**src/rtl/ram_host_bridge.sv**
```systemverilog
// Byte-stream 'W'/'R' command bridge giving a host burst access to a synchronous single-port RAM.
// Build option: define RAM_BRIDGE_ACK_EN to return a '+' (0x2B) byte after every write burst.
module ram_host_bridge #(
  parameter int A = 10,
  parameter int D = 8
) (
  input  logic         clk,
  input  logic         reset_n,
  input  logic [7:0]   rx_data,
  input  logic         rx_valid,
  output logic         rx_ready,
  output logic [7:0]   tx_data,
  output logic         tx_valid,
  input  logic         tx_ready,
  output logic         ram_cs,
  output logic         ram_rw,
  output logic [A-1:0] ram_addr,
  output logic [D-1:0] ram_wdata,
  input  logic [D-1:0] ram_rdata,
  output logic         busy,
  output logic         cmd_err
);

  localparam logic [7:0]   CMD_W    = 8'h57;
  localparam logic [7:0]   CMD_R    = 8'h52;
  localparam logic [7:0]   ACK_BYTE = 8'h2B;
  localparam logic [A-1:0] ADDR_ONE = {{(A-1){1'b0}}, 1'b1};

  typedef enum logic [3:0] {
    S_IDLE, S_AHI, S_ALO, S_CNT, S_WDATA, S_RREQ, S_RWAIT, S_RSEND
`ifdef RAM_BRIDGE_ACK_EN
    , S_ACK
`endif
  } state_t;

  state_t       state_q, state_d;
  logic         is_rd_q, is_rd_d;
  logic [7:0]   ahi_q, ahi_d;
  logic [A-1:0] addr_q, addr_d;
  logic [8:0]   cnt_q, cnt_d;
  logic [7:0]   tx_data_q, tx_data_d;
  logic         tx_valid_q, tx_valid_d;
  logic         cs_q, cs_d;
  logic         rw_q, rw_d;
  logic [A-1:0] ram_addr_q, ram_addr_d;
  logic [D-1:0] wdata_q, wdata_d;
  logic         err_q, err_d;

  logic [15:0]  wire_addr;
  logic [A-1:0] addr_inc;
  logic         rx_fire, tx_fire, last;

  // The 16-bit wire address keeps only its low A bits (A must not exceed 16).
  assign wire_addr = {ahi_q, rx_data};
  assign addr_inc  = addr_q + ADDR_ONE;
  assign rx_fire   = rx_valid && rx_ready;
  assign tx_fire   = tx_valid_q && tx_ready;
  assign last      = (cnt_q == 9'd1);

  assign rx_ready = (state_q inside {S_IDLE, S_AHI, S_ALO, S_CNT, S_WDATA});
  assign busy     = (state_q != S_IDLE);

  always_comb begin
    state_d    = state_q;
    is_rd_d    = is_rd_q;
    ahi_d      = ahi_q;
    addr_d     = addr_q;
    cnt_d      = cnt_q;
    tx_data_d  = tx_data_q;
    tx_valid_d = tx_valid_q;
    cs_d       = 1'b0;
    rw_d       = 1'b1;
    ram_addr_d = ram_addr_q;
    wdata_d    = wdata_q;
    err_d      = 1'b0;
    case (state_q)
      S_IDLE: if (rx_fire) begin
        if (rx_data == CMD_W || rx_data == CMD_R) begin
          is_rd_d = (rx_data == CMD_R);
          state_d = S_AHI;
        end else begin
          err_d = 1'b1;
        end
      end
      S_AHI: if (rx_fire) begin
        ahi_d   = rx_data;
        state_d = S_ALO;
      end
      S_ALO: if (rx_fire) begin
        addr_d  = wire_addr[A-1:0];
        state_d = S_CNT;
      end
      S_CNT: if (rx_fire) begin
        cnt_d = (rx_data == 8'h00) ? 9'd256 : {1'b0, rx_data};
        // The read strobe is registered here so that it is visible while in RREQ.
        if (is_rd_q) begin
          state_d    = S_RREQ;
          cs_d       = 1'b1;
          ram_addr_d = addr_q;
        end else begin
          state_d = S_WDATA;
        end
      end
      S_WDATA: if (rx_fire) begin
        cs_d       = 1'b1;
        rw_d       = 1'b0;
        ram_addr_d = addr_q;
        wdata_d    = rx_data;
        addr_d     = addr_inc;
        cnt_d      = cnt_q - 9'd1;
`ifdef RAM_BRIDGE_ACK_EN
        if (last) state_d = S_ACK;
`else
        if (last) state_d = S_IDLE;
`endif
      end
      S_RREQ:  state_d = S_RWAIT;
      S_RWAIT: begin
        tx_data_d  = ram_rdata;
        tx_valid_d = 1'b1;
        state_d    = S_RSEND;
      end
      S_RSEND: if (tx_fire) begin
        tx_valid_d = 1'b0;
        addr_d     = addr_inc;
        cnt_d      = cnt_q - 9'd1;
        if (last) begin
          state_d = S_IDLE;
        end else begin
          state_d    = S_RREQ;
          cs_d       = 1'b1;
          ram_addr_d = addr_inc;
        end
      end
`ifdef RAM_BRIDGE_ACK_EN
      S_ACK: begin
        if (!tx_valid_q) begin
          tx_data_d  = ACK_BYTE;
          tx_valid_d = 1'b1;
        end else if (tx_ready) begin
          tx_valid_d = 1'b0;
          state_d    = S_IDLE;
        end
      end
`endif
      default: state_d = S_IDLE;
    endcase
  end

  always_ff @(posedge clk or negedge reset_n) begin
    if (!reset_n) begin
      state_q    <= S_IDLE;
      is_rd_q    <= 1'b0;
      ahi_q      <= 8'h00;
      addr_q     <= '0;
      cnt_q      <= 9'd0;
      tx_data_q  <= 8'h00;
      tx_valid_q <= 1'b0;
      cs_q       <= 1'b0;
      rw_q       <= 1'b1;
      ram_addr_q <= '0;
      wdata_q    <= '0;
      err_q      <= 1'b0;
    end else begin
      state_q    <= state_d;
      is_rd_q    <= is_rd_d;
      ahi_q      <= ahi_d;
      addr_q     <= addr_d;
      cnt_q      <= cnt_d;
      tx_data_q  <= tx_data_d;
      tx_valid_q <= tx_valid_d;
      cs_q       <= cs_d;
      rw_q       <= rw_d;
      ram_addr_q <= ram_addr_d;
      wdata_q    <= wdata_d;
      err_q      <= err_d;
    end
  end

  assign tx_data   = tx_data_q;
  assign tx_valid  = tx_valid_q;
  assign ram_cs    = cs_q;
  assign ram_rw    = rw_q;
  assign ram_addr  = ram_addr_q;
  assign ram_wdata = wdata_q;
  assign cmd_err   = err_q;

endmodule

```
**config.mk**
```make
export PLATFORM = sky130hd
export DESIGN_NAME = ram_host_bridge
export DESIGN_NICKNAME = d
export VERILOG_FILES = /design/src/rtl/ram_host_bridge.sv
export SDC_FILE = /design/constraint.sdc
export NUM_CORES = 1
export LEC_CHECK = 0
export CAP_MARGIN = 15
export CORE_UTILIZATION = 30
export CTS_BUF_LIST = sky130_fd_sc_hd__clkbuf_8 sky130_fd_sc_hd__clkbuf_16
export CTS_CLUSTER_DIAMETER = 50
export DETAILED_ROUTE_END_ITERATION = 8
export HOLD_SLACK_MARGIN = 0.1
export PLACE_DENSITY = 0.58
export SLEW_MARGIN = 0
export SYNTH_ARGS = -nofsm -noshare
export SYNTH_HDL_FRONTEND = slang
export SYNTH_SLANG_ARGS = --single-unit
```
**constraint.sdc**
```tcl
create_clock -name clk -period 3 [get_ports clk]
set_input_delay 0.6 -clock clk [delete_from_list [all_inputs] [get_ports clk]]
set_output_delay 0.6 -clock clk [all_outputs]
set_load 0.01 [all_outputs]
```
Word level (Yosys, flattened, before mapping) --
Index checks and enable logic that the tools add are counted.
Word-level totals: register bits 56, word-level logic and storage cells 91
Operators by class: $add $sub $neg 2, equality and inequality tests 20, multiplexer cells 39, reductions and logical operators 18
Operator list (count):
- 2-to-1 mux 10 bit | 8
- case mux 10 bit (3 select lines) | 2
- 2-to-1 mux 9 bit | 4
- 2-to-1 mux 4 bit | 8
- case mux 4 bit (8 select lines) | 1
- case mux 9 bit (3 select lines) | 1
- != test 2 bit (second input constant) | 9
- == test 4 x 3 -> 1 bit (second input constant) | 4
- == test 8 x 7 -> 1 bit (second input constant) | 2
- 2-to-1 mux 1 bit | 12
- adder 10 x 1 -> 10 bit (second input constant) | 1
- == test 9 x 1 -> 1 bit (second input constant) | 1
- subtractor 9 x 1 -> 9 bit (second input constant) | 1
- == test 4 x 2 -> 1 bit (second input constant) | 2
- zero test 8 bit | 1
- AND reduction 4 bit | 2
- AND reduction 8 bit | 1
- AND reduction 2 bit | 3
- AND reduction 6 bit | 1
- nonzero test 3 bit | 2
- nonzero test 5 bit | 1
- == test 4 x 1 -> 1 bit (second input constant) | 1
- zero test 4 bit | 1
- nonzero test 4 bit | 1
- other kinds (8) | 9

Logic depth before layout (Yosys ltp) --
word-level depth 5, gate-level depth with buffers 7, mapped depth without buffers 6

Worst setup path before layout --
OpenSTA, ideal clock, no wires.
path type flip-flop to flip-flop, start point register cnt_q[1], end point register ram_addr_q[1], in the netlist ram_addr[1], library setup time 0.125 ns, arrival 1.688 ns, data required time 2.875 ns, setup slack 1.187 ns, cell stages (with the launch flop) 8, path buffers 1, cell sequence dfrtp_1 > inv_1 > ha_1 > nor4b_2 > and2_4 > o32ai_2 > buf_6 > mux2_4
Between the ends: word-level cells in the longest chain between the ends 3
Ends and longest elaborated chain:
- from (decl) | RTL line 40 | logic [8:0] cnt_q, cnt_d;
- from (signal assigned) | RTL line 169 | cnt_q <= cnt_d;
- == test 9 x 1 -> 1 bit | RTL line 58 | assign last = (cnt_q == 9'd1);
- != test 2 bit (no line)
- AND reduction 6 bit (no line)
- to (signal assigned) | RTL line 174 | ram_addr_q <= ram_addr_d;
- to (decl) | RTL line 45 | logic [A-1:0] ram_addr_q, ram_addr_d;
Every way passes these cells. A chain may end at the register's enable or synchronous reset.

Final worst setup path --
start point register state_q[0], end point output port busy
Between the ends: word-level cells in the longest chain between the ends 1
Ends and longest elaborated chain:
- from (decl) | RTL line 36 | state_t state_q, state_d;
- from (signal assigned) | RTL line 165 | state_q <= state_d;
- nonzero test 4 bit | RTL line 61 | assign busy = (state_q != S_IDLE);
- to (decl) | RTL line 20 | output logic busy,
Every way passes these cells.

==> results list <==
- Clock network latency to the later pin of the worst-skew pair: about 0.32 ns
* Most frequently used flop master after synthesis: sky130_fd_sc_hd__dfrtp_1
- Slew at the pin closest to its max-slew limit: around 0.63 ns
- Setup slack closes at a little under 0.6 ns.
- After routing, the total negative slack on setup checks comes to 0 ns.
- Counting the buffers created by CTS gives 5.
- Initial antenna violation count: 0
- Cells with a size suffix above 1 make up between 15 and 20% of the layout.
* Total wire length after detailed routing: 7194 um
* Leakage: about 1.5 nW
* Global route overflow: 0
* Largest voltage drop on the vdd net: about 360 uV
- CTS Sinks: 55
- Area growth, synth to finish: 22.24%
- Postcts setup bufs: 0
- Across the run, the number of max-cap violations was 0.
- Dividing total power by cell area gives a power density of roughly 780 mW/mm^2.
- Cell at the root of the clock tree: sky130_fd_sc_hd__clkbuf_8
* Number of routed nets with antenna violations: 0
- Mean post-synth cell area: 10.77 um^2
* Final-report hold violation count: 0
- Before antenna repair, the detailed router went through 4 iterations.
- Number of slew-limit violations in the final report: 0
- Area taken by multi-input logic gates: around 0.0015 mm^2
- DRC violations left: 0
- The synthesized netlist occupies a cell area of 0.003049 mm^2.
* Height of the die: between 100 and 150 um
* Number of resized instances in the post-cts repair step: 0
- Minimum setup slack after placement: roughly 0.65 ns
- Clock-pin slew reported for the worst setup and hold paths after clock tree synthesis: about 0.1 ns
* Initial core utilization: 31.05%
- TritonCTS clock tree: built
- The final layout contains 350 nets.
- Achievable clock frequency: around 410 MHz
- Fin crit share: approximately four fifths
- After clock tree synthesis, the flow added hold-fix buffers numbering 0.
* CTS HTree Levels: 2
- Counting distinct cell types in the post-synthesis netlist gives 59.
* Via count normalized by instance count: 5.200
* Die area: about 0.011 mm^2
* Worst Path Arrival: between 1.5 and 2 ns
- First-pass GRT wire length: around 12000 um
- Final setup violation count: 0
- Detailed placement finished with a half-perimeter wire length of between 5000 and 6000 um.
* RR Endpoint: cnt_q[5]$_DFFE_PN0P_
* Number of rows in the core area: 36
* Horiz. Die Dim: ~100 um
* Reg2reg path depth: 6
* Reg area: about 0.0014 mm^2
- Buffers placed on the I/O ports in this run total between 50 and 60.
- The setup path with the least slack is of type reg2out.
- Pin placement for this block handled 52 I/O pins.
- For this run, the number of Yosys warnings is 0.
- The run finished with clean final reports.
* Vias in the first global route: ~2400
- Top fanout value on the critical path: 17
* Launch instance of the worst register-to-register path: state_q[0]$_DFFE_PN0P_
- Dividing the detail-routed wire length by the instance count gives 15.61 um.
- Minimum period implied by the final worst setup slack: 2.423 ns
* Max Root-Sink Buffers: 2
* Total vias in the final route: 2397
* Unrepaired setup endpoints after global routing: no
* Syn_nets: 306
- The min-delay analysis places its worst path in the category in2async.
- The number of antenna diodes in the final layout is 0.
* Core area: around 0.0098 mm^2
- Crit path capture type: output pin
- Number of fillers in the final layout: 1038
* Share of synthesized area occupied by flip-flops and latches: between 40% and 50%
- The setup check on the worst reg-to-reg path leaves a slack of ~0.8 ns.
- Detailed Route Iter0 Violations: 96
- The worst pin sits at a relative slew slack of around three fifths.
- Number of flops mapped to enable cells by yosys: 0
- Pin count of the biggest net entering global routing: 30
* Flop and latch count out of synthesis: 55
* Placer Congestion: ~0.82
- The worst setup path is launched from a flop.
* Share of synthesized registers carrying an async set or reset: 100.0%
* Total global-route track usage: between 10 and 15%
- Data required time of the worst path: 2.40 ns
* Worst clock skew: 0.01161 ns
* Synth Instances: roughly 280
## cell families (layout without fill, tap and decap cells)
| logic type | Yosys count | count (layout) | share of synthesized area, % |
|---|---|---|---|
| buffers and inverters | 30 | 75 | 5.499 |
| flip-flops | 55 | 55 | 45.18 |
| adder cells (fa/ha/maj) | 3 | 3 | 1.231 |
| XOR/XNOR | 12 | 12 | 3.447 |
| AND/OR/NAND/NOR | 80 | 80 | 15.22 |
| AO/OA/AOI/OAI | 74 | 74 | 17.65 |
| multiplexers | 29 | 29 | 11.78 |
## layout by cell type, fill, tap and decap left out, types with 5 or more instances in the layout
| cell | n |
|---|---|
| sky130_fd_sc_hd__nand3_1 | 14 |
| sky130_fd_sc_hd__buf_4 | 8 |
| sky130_fd_sc_hd__inv_1 | 10 |
| sky130_fd_sc_hd__nand2_1 | 16 |
| sky130_fd_sc_hd__mux2_4 | 9 |
| sky130_fd_sc_hd__dfrtp_1 | 54 |
| sky130_fd_sc_hd__nor2_1 | 11 |
| sky130_fd_sc_hd__a31oi_1 | 10 |
| sky130_fd_sc_hd__nand4_1 | 6 |
| sky130_fd_sc_hd__mux2_2 | 19 |
| sky130_fd_sc_hd__clkdlybuf4s50_1 | 50 |
| sky130_fd_sc_hd__and3_1 | 5 |
| sky130_fd_sc_hd__nor3_1 | 7 |
| sky130_fd_sc_hd__clkbuf_8 | 5 |
| sky130_fd_sc_hd__a21oi_1 | 21 |
| sky130_fd_sc_hd__o22a_1 | 7 |
| sky130_fd_sc_hd__xnor2_1 | 10 |
| sky130_fd_sc_hd__o21ai_0 | 7 |
## worst max path at each step
stage,startpoint,to,slack (ns),cells past startpoint
2_1_floorplan,cnt_q[1]$_DFFE_PN0P_,ram_addr[1]$_DFFE_PN0P_,1.19,7
3_5_place_dp,tx_ready,ram_addr[0]$_DFFE_PN0P_,0.65,5
5_1_grt,state_q[0]$_DFFE_PN0P_,busy,0.51,2
4_1_cts,state_q[0]$_DFFE_PN0P_,busy,0.57,2
3_3_place_gp,tx_ready,ram_addr[0]$_DFFE_PN0P_,0.68,5
6_report,state_q[0]$_DFFE_PN0P_,busy,0.58,2
## critical path, stage by stage (launching register included)
cell and delay (ns):
sky130_fd_sc_hd__dfrtp_1 0.58, sky130_fd_sc_hd__or3_1 0.44, sky130_fd_sc_hd__clkdlybuf4s50_1 0.49
## layout make-up
| type | instances | share of cell area (%) |
|---|---|---|
| inverters | 8 | 0.8056 |
| flip-flops and latches | 55 | 36.96 |
| clock inverters | 3 | 0.4028 |
| repair buffers | 59 | 15.17 |
| well taps | 133 | 4.465 |
| clock buffers | 5 | 1.846 |
| multi-input cells | 198 | 40.35 |
## cell usage after synthesis, drive strengths merged, types with 2 or more instances
cell type	count	area [um^2]
xnor2	10	87.58
nor3	7	35.03
buf	17	118.9
o32ai	2	32.53
nand4	6	37.54
ha	3	37.54
xor2	2	17.52
nor2	11	41.29
o21a	3	22.52
nand2b	2	12.51
nand3	15	80.08
a2bb2oi	3	26.28
o22a	8	71.32
and3	5	31.28
clkbuf	5	18.77
o22ai	3	18.77
o2bb2a	3	31.28
nand2	16	60.06
nor4	4	46.29
mux2	28	349.1
a21oi	21	105.1
a31oi	10	62.56
dfrtp	54	1351
inv	8	30.03
and2	3	21.27
or3	3	18.77
a32o	2	20.02
o21ai	9	45.04
## sequential cells by signal (all words and copies together) (netlist names)
name and count:
ram_cs 1, addr_q 10, ram_wdata 8, tx_data 8, ahi_q 2, cnt_q 9
tx_valid 1, cmd_err 1, state_q 3, ram_addr 10, ram_rw 1, is_rd_q 1
## stage by stage
stage | area, um^2 | power, mW | instances | hold WS (ns) | utilization [%]
floorplan | 3049 | 1.980 | 283 | 0.3044 | -
finish | 3727 | 2.916 | 461 | 0.2827 | 37.96
CTS | 3727 | 2.944 | 461 | 0.3075 | 37.96
global placement | 3643 | 2.491 | 453 | 0.4881 | 37.11
detailed placement | 3643 | 2.530 | 453 | 0.4943 | 37.11
global route | 3727 | 3.125 | 461 | 0.3384 | 37.96
## layer usage
| metal | vias to the layer above | track usage (%) | wire length (um) |
|---|---|---|---|
| met5 | - | 0 | 0 |
| met4 | 0 | 5.417 | 129 |
| met3 | 12 | 3.729 | 481 |
| met2 | 86 | 22.87 | 3216 |
| met1 | 1161 | 19.90 | 3366 |
| li1 | 1138 | - | - |
## where the power goes
group | switching (mW) | leakage (nW) | total (mW) | internal, mW
combinational | 0.433 | 0.778 | 1.14 | 0.710
clock | 0.249 | 0.0467 | 0.409 | 0.159
sequential | 0.315 | 0.646 | 1.37 | 1.05
(Power assumes the default switching activity.)
